File: src/rtl/hybrid_bpred.sv
// Hybrid bimodal/gshare branch predictor with a 2-bit chooser and a non-speculative GHR.
// Latency: prediction is combinational (0 cycles); updates take effect on the next edge. No backpressure.
// Optional statistics counters are built when HYBRID_BPRED_STATS_EN is defined.
module hybrid_bpred #(
    parameter int XLEN   = 32,
    parameter int IDX_W  = 6,
    parameter int HIST_W = 6
) (
    input  logic              clk,
    input  logic              rst,
    input  logic [XLEN-1:0]   pred_pc,
    output logic              pred_taken,
    output logic              pred_src,
    output logic [HIST_W-1:0] pred_ghr,
    input  logic              upd_valid,
    input  logic [XLEN-1:0]   upd_pc,
    input  logic [HIST_W-1:0] upd_ghr,
    input  logic              upd_taken
`ifdef HYBRID_BPRED_STATS_EN
    ,
    output logic [31:0]       stat_branches,
    output logic [31:0]       stat_mispred
`endif
);

    localparam int DEPTH = 1 << IDX_W;

    logic [1:0]        bim [DEPTH];
    logic [1:0]        gsh [DEPTH];
    logic [1:0]        cho [DEPTH];
    logic [HIST_W-1:0] ghr;
    logic [HIST_W-1:0] ghr_nxt;

    function automatic logic [IDX_W-1:0] g_index(input logic [IDX_W-1:0] b, input logic [HIST_W-1:0] h);
        logic [IDX_W-1:0] ext;
        ext             = '0;
        ext[HIST_W-1:0] = h;
        return b ^ ext;
    endfunction

    function automatic logic [1:0] sat_step(input logic [1:0] c, input logic up);
        logic [1:0] r;
        r = c;
        if (up && c != 2'b11)
            r = c + 2'd1;
        else if (!up && c != 2'b00)
            r = c - 2'd1;
        return r;
    endfunction

    logic [IDX_W-1:0] p_bidx, p_gidx, u_bidx, u_gidx;
    logic             u_pbim, u_pgsh, u_final;

    assign p_bidx = pred_pc[IDX_W+1:2];
    assign p_gidx = g_index(p_bidx, ghr);
    assign u_bidx = upd_pc[IDX_W+1:2];
    assign u_gidx = g_index(u_bidx, upd_ghr);

    assign pred_src   = cho[p_bidx][1];
    assign pred_taken = pred_src ? gsh[p_gidx][1] : bim[p_bidx][1];
    assign pred_ghr   = ghr;

    // Component predictions at the update indices, taken from pre-update state.
    assign u_pbim  = bim[u_bidx][1];
    assign u_pgsh  = gsh[u_gidx][1];
    assign u_final = cho[u_bidx][1] ? u_pgsh : u_pbim;

    generate
        if (HIST_W == 1) begin : g_hist1
            assign ghr_nxt = upd_taken;
        end else begin : g_histn
            assign ghr_nxt = {ghr[HIST_W-2:0], upd_taken};
        end
    endgenerate

    always_ff @(posedge clk) begin
        if (rst) begin
            for (int i = 0; i < DEPTH; i++) begin
                bim[i] <= 2'b01;
                gsh[i] <= 2'b01;
                cho[i] <= 2'b01;
            end
            ghr <= '0;
        end else if (upd_valid) begin
            bim[u_bidx] <= sat_step(bim[u_bidx], upd_taken);
            gsh[u_gidx] <= sat_step(gsh[u_gidx], upd_taken);
            // Chooser only learns when the two components disagreed.
            if (u_pbim != u_pgsh)
                cho[u_bidx] <= sat_step(cho[u_bidx], u_pgsh == upd_taken);
            ghr <= ghr_nxt;
        end
    end

`ifdef HYBRID_BPRED_STATS_EN
    always_ff @(posedge clk) begin
        if (rst) begin
            stat_branches <= '0;
            stat_mispred  <= '0;
        end else if (upd_valid) begin
            if (stat_branches != 32'hFFFF_FFFF)
                stat_branches <= stat_branches + 32'd1;
            if (u_final != upd_taken && stat_mispred != 32'hFFFF_FFFF)
                stat_mispred <= stat_mispred + 32'd1;
        end
    end
    logic unused_final;
    assign unused_final = 1'b0;
`else
    logic unused_final;
    assign unused_final = u_final;
`endif

    logic unused_pc_bits;
    assign unused_pc_bits = ^{pred_pc[XLEN-1:IDX_W+2], pred_pc[1:0],
                              upd_pc[XLEN-1:IDX_W+2], upd_pc[1:0], unused_final};

endmodule
File: config.mk
export PLATFORM = sky130hd
export DESIGN_NAME = hybrid_bpred
export DESIGN_NICKNAME = d
export VERILOG_FILES = /design/src/rtl/hybrid_bpred.sv
export SDC_FILE = /design/constraint.sdc
export NUM_CORES = 1
export LEC_CHECK = 0
export CORE_ASPECT_RATIO = 0.5
export CORE_MARGIN = 4
export CORE_UTILIZATION = 40
export CTS_BUF_LIST = sky130_fd_sc_hd__clkbuf_8
export DETAILED_ROUTE_END_ITERATION = 12
export MAX_ROUTING_LAYER = met4
export SLEW_MARGIN = 40
export SYNTH_ARGS = -nofsm -noshare
export SYNTH_HDL_FRONTEND = slang
export SYNTH_SLANG_ARGS = --single-unit
File: constraint.sdc
create_clock -name clk -period 5.8 [get_ports clk]
set_clock_uncertainty 0.1 [all_clocks]
set_input_delay 0.58 -clock clk [delete_from_list [all_inputs] [get_ports clk]]
set_output_delay 0.58 -clock clk [all_outputs]
set_load 0.005 [all_outputs]
==> impl_metrics.toml, run 1 <==
[clocking]
clock_sinks = 390
ctsHoldBuffers = 0
cts_resized = 0
insertion_delay_ns = 0.66
htree_num_levels = 2
cts_tree = "yes"
post_cts_buffers = 0
cts.path.max_buffers = 3
path_clk_slew_ns = 0.06
clock-root-buffer = "clkbuf_8"
numCtsBuffers = 61

[cells_and_area]
final_cell_mix = "edfxtp_1 (384), nand2_1 (161), nor2_1 (149)"
synthToLayoutAreaGrowth_pct = 11.7
fill_cells = 4986
fin_nets = 1947
layout-drive-gt1-share_pct = 22.3
final_common_cell = "edfxtp_1"

[sta]
finalHoldViolCount = 0
fmax_mhz = 211
min_period_over_period_pct = 81.6
period_needed_ns = 4.73
drv_slew = 0
totalNegativeSetupSlack_ns = 0
setup_violations = 0
maxSlewHeadroom_pct = 42.2
tightest_slew_ns = 0.863
rsz0062_at_grt = "false"
timing.hold.ws_ns = 0.443

[yosys]
yosysUniqueCellTypes = 78
ys_warn_count = 0
synth-edff-count = 384
avgSynthCellArea_sq_um = 11.8
postSynthCellCount = 1859
synth-simple-area-share_pct = 16.4
synth-xor-area-share_pct = 1.10
synthFlopType = "edfxtp_1"
synth_async_sr_flop_share_pct = 0
syn-cell-area_sq_um = 22000
synthAdderAreaFrac_pct = 0.341
seq_area_frac_synth_pct = 53.0
ys_ff_latch = 390
syn_nets = 1939
synth_top_family_by_area = "simple AND/OR/NAND/NOR gates"
synth_mux_area_share_pct = 9.96
synth_compound_area_share_pct = 14.4

[floorplanning]
dieArea_sq_um = 59000
die_x_microns = 340
core_area_sq_um = 54100
start_util_pct = 40.7
rows = 60
io_pins = 82
die_y_microns = 174

[run_status]
outcome = "completed"

[critical_path]
endpoint_kind = "primary output"
cp-start-kind = "register"
worst-path-max-fanout = 16
critical_path_class = "reg -> out"
cp.required_ns = 5.12
critPathArrivalTime_ns = 4.05

[pwr]
leakagePower_nw = 7.93
ir_worst_vdd_mv = 0.232
power.density_nw_per_um2 = 294
total_power_w = 0.00723

[drt]
wl_per_cell_microns = 27.6
viasPerCell = 6.43
vias = 16900
drtPass1Iterations = 8
drtIter0Drc = 2079
wl_microns = 72700
drc = 0
antenna_left = 0

[global_routing]
grt_pass1_wl_microns = 108000
antenna_found_initial = 1
grt_usage_pct = 24.9
grt_max_degree = 76
overflow = 0
first_global_vias = 16700

[placement]
routabilityCongestion = 0.909
port_buffers = 29
dp_hpwl_microns = 48700

[min_path]
hp-class = "reg -> reg"

[run]
cap_violations = 0
[routing by layer]
metal	global-route usage (%)	routed length (microns)	vias to the layer above	share of wire (%)
met2	37.2	32600	983	45
met3	5.97	7740	215	11
met1	32.7	28900	8461	40
met5	-	0	-	0
met4	10.6	3430	0	4.7
li1	-	-	7266	-
[sequential cells by signal, summed over array words and instances (netlist names)]
| register | cells |
|---|---|
| bim | 128 |
| cho | 128 |
| gsh | 128 |
| pred_ghr | 6 |
[cell usage after synthesis (24+ instances only)]
cell / n / share of area [%]
mux4_2: 79 / 8.1
nand2_1: 163 / 2.8
nand4_1: 77 / 2.2
nor4_1: 24 / 0.68
a21o_1: 98 / 3.3
nor2_1: 158 / 2.7
edfxtp_1: 384 / 52
nand3_1: 111 / 2.5
a22oi_1: 66 / 2.3
nor3_1: 58 / 1.3
clkbuf_1: 128 / 2.2
a2111oi_2: 42 / 2.9
or2_2: 27 / 0.77
nand2b_1: 66 / 1.9
buf_2: 32 / 0.73
[cell families (layout without fill, tap and decap cells)]
| family | after synthesis | after routing |
|---|---|---|
| and+or+nand+nor | 723 | 723 |
| DFF | 390 | 390 |
| AOI/OAI and AO/OA | 376 | 376 |
| buffers and inverters | 226 | 284 |
| muxes | 118 | 118 |
| xor gates and xnor gates | 20 | 20 |
| adders and majority gates | 6 | 6 |
| other | 0 | 1 |
[stage by stage]
stage	setup slack, ns	std cells	utilization [%]	area (sq um)
final	1.07	2631	45.5	24600
after global routing	0.929	2631	45.5	24600
after CTS	1.00	2629	45.4	24500
after detailed placement	0.492	2516	43.4	23400
after global placement	0.536	2515	43.3	23400
after floorplan	1.56	1859	-	22000
[area by class of cell]
class | instances | area [sq um] | share of cell area, %
flip-flops and latches | 390 | 11700 | 47.4
multi-input cells | 1243 | 9450 | 38.4
repair buffers | 158 | 1420 | 5.79
clock buffers | 66 | 908 | 3.70
well taps | 713 | 892 | 3.63
clock inverters | 47 | 199 | 0.810
inverters | 13 | 48.8 | 0.199
diodes | 1 | 2.50 | 0.0102
[report_power, final]
group	internal, W	switching (W)
registers	0.00316	0.0000411
logic	0.000545	0.00126
clock network	0.00104	0.00118
total	0.00475	0.00248
[worst max-delay path, cell delays in order, from the launching register on]
cell and delay [ns]:
dfxtp_1 0.42, xor2_2 0.15, buf_4 0.38, mux4_2 0.57, mux4_2 0.55, mux4_2 0.57
mux2_2 0.31, clkdlybuf4s50_1 0.45
[path summary, 6_finish.rpt]
kind | cells after the start | slack [ns] | startpoint | endpoint
setup / recovery | 7 | 1.07 | pred_ghr[0] | pred_taken
hold / removal | 2 | 0.44 | pred_ghr[5] | pred_ghr[5]
setup reg to reg | 11 | 1.73 | cho[22][1] | cho[0][1]
hold reg to reg | 2 | 0.44 | pred_ghr[5] | pred_ghr[5]
Note: power is estimated with default switching activity, not from simulation.
==> run 2, diff against run 1 <==
==> constraint.sdc (replaced) <==
create_clock -name clk -period 4.55 [get_ports clk]
set_clock_uncertainty 0.1 [all_clocks]
set_input_delay 0.455 -clock clk [delete_from_list [all_inputs] [get_ports clk]]
set_output_delay 0.455 -clock clk [all_outputs]
set_load 0.005 [all_outputs]
==> impl_metrics.toml, run 2 (synthesis results as in run 1) <==
[run_status]
outcome = "completed"

[sta]
setup_violations = 0
maxSlewHeadroom_pct = 39.9
setup_ws_ns = 0.134
period_needed_ns = 4.42
drv_slew = 0
finalHoldViolCount = 0
rsz0062_at_grt = "false"
tightest_slew_ns = 0.900
fmax_mhz = 226
min_period_over_period_pct = 97.1

[pwr]
leakagePower_nw = 8.43
clock_power_share_pct = 31.5
p_int_w = 0.00643
comb_power_share_pct = 26.4
p_switching_w = 0.00325
sequentialPowerShare_pct = 42.1
ir_worst_vdd_mv = 0.231
p_sw_share_pct = 33.6
power.density_nw_per_um2 = 380

[clocking]
clock-root-buffer = "clkbuf_8"
post_cts_buffers = 0
numCtsBuffers = 66
clock_sinks = 390
htree_num_levels = 3
cts.path.max_buffers = 3
cts_tree = "yes"
insertion_delay_ns = 0.63
ctsHoldBuffers = 0
path_clk_slew_ns = 0.06

[floorplanning]
io_pins = 82
start_util_pct = 40.7
core_area_sq_um = 54100
die_y_microns = 174
die_x_microns = 340
dieArea_sq_um = 59000
rows = 60

[drt]
drtIter0Drc = 2184
wl_per_cell_microns = 27.0
drc = 0
vias = 17200
drtPass1Iterations = 6
antenna_left = 0
viasPerCell = 6.37
wl_microns = 73100

[cells_and_area]
design_area_sq_um = 25500
reg.largest.list = "bim x128, cho x128, gsh x128"
layout-drive-gt1-share_pct = 25.0
n_antenna_cell = 0
final_cell_mix = "edfxtp_1 (384), nand2_1 (161), buf_4 (158)"
fin_util_pct = 47.2
synthToLayoutAreaGrowth_pct = 16.0
instances_no_fill = 2708
fin_nets = 2023
final_common_cell = "edfxtp_1"

[critical_path]
critPathArrivalTime_ns = 3.86
path_buf_inv = 2
cpMaxStageDelayCell = "mux4_2"
worst-path-max-fanout = 16
endpoint_kind = "primary output"
cp-start-kind = "register"
crit_chain = "xor2_2 -> buf_12 -> mux4_2 -> mux4_2 -> mux4_2 -> mux2_2 -> clkdlybuf4s50_1"
critical_path_class = "reg -> out"
cp.required_ns = 3.99
cp_top_family = "multiplexers"
critical_path.most_common_cell = "mux4_2"
crit_path_max_incr_delay_ns = 0.57

[placement]
pre_cts_ws_ns = -0.0677
dp.cells = 2588
dp_hpwl_microns = 49200
routabilityCongestion = 0.932
port_buffers = 29
dpl-instance-area_sq_um = 24300

[global_routing]
first_global_vias = 16900
grt_pass1_wl_microns = 110000
grt_max_degree = 111
overflow = 0
grt_usage_pct = 25.1
antenna_found_initial = 0

[min_path]
hp-class = "in -> reg"

[run]
cap_violations = 0
## run 2: cell count changes in the layout (fill, tap and decap cells not counted), moves of 4 or more
cell,change
buf_12,+27
buf_4,+46
clkbuf_8,+5
clkinv_1,+8
inv_1,-6
nor2_1,+4
## run 2: final timing paths
path | start | slack [ns] | end | depth (start not counted)
min | upd_pc[3] | 0.37 | cho[25][0] | 4
max reg2reg | cho[20][1] | 0.64 | cho[45][1] | 12
max | pred_ghr[0] | 0.13 | pred_taken | 7
min reg2reg | pred_ghr[0] | 0.45 | pred_ghr[0] | 2
## run 2: cell type report
class / instances / area (sq um)
Tap cell: 713 / 892
Sequential cell: 390 / 11700
Inverter: 13 / 48.8
Fill cell: 4929 / 28500
Multi-Input combinational cell: 1243 / 9410
Clock buffer: 70 / 963
Timing Repair Buffer: 229 / 2290
Clock inverter: 50 / 249
## run 2: routing by layer
| metal | up-vias | track usage, % | wire [microns] |
|---|---|---|---|
| met5 | - | - | 0 |
| li1 | 7434 | - | - |
| met4 | 0 | 8.45 | 2590 |
| met2 | 1051 | 39.2 | 34000 |
| met3 | 189 | 4.98 | 7420 |
| met1 | 8572 | 33.0 | 29100 |
## run 2: power groups by stage
stage | Sequential, W | Clock (W) | Combinational [W]
floorplan | 0.00412 | 0 | 0.00141
global placement | 0.00415 | 0 | 0.00250
detailed placement | 0.00415 | 0 | 0.00252
CTS | 0.00408 | 0.00308 | 0.00252
global route | 0.00408 | 0.00325 | 0.00268
finish | 0.00408 | 0.00305 | 0.00256
## run 2: repair_timing
action | CTS | global route
endpoints found under the setup margin | 0 | 1
endpoints found under the hold margin | 0 | 0
resized for setup | 0 | 1
## run 2: through the flow
| stage | power [W] | hold slack (ns) | setup TNS, ns |
|---|---|---|---|
| finish | 0.00968 | 0.371 | 0 |
| global route | 0.0100 | 0.376 | 0 |
| CTS | 0.00968 | 0.270 | 0 |
| detailed placement | 0.00667 | 0.472 | -0.246 |
| global placement | 0.00665 | 0.455 | -0.748 |
| floorplan | 0.00554 | 0.429 | 0 |
## run 2: tightest hold or removal path: stages
cell	delay, ns
buf_2	0.22
nor3b_4	0.08
buf_12	0.15
nand4_1	0.06
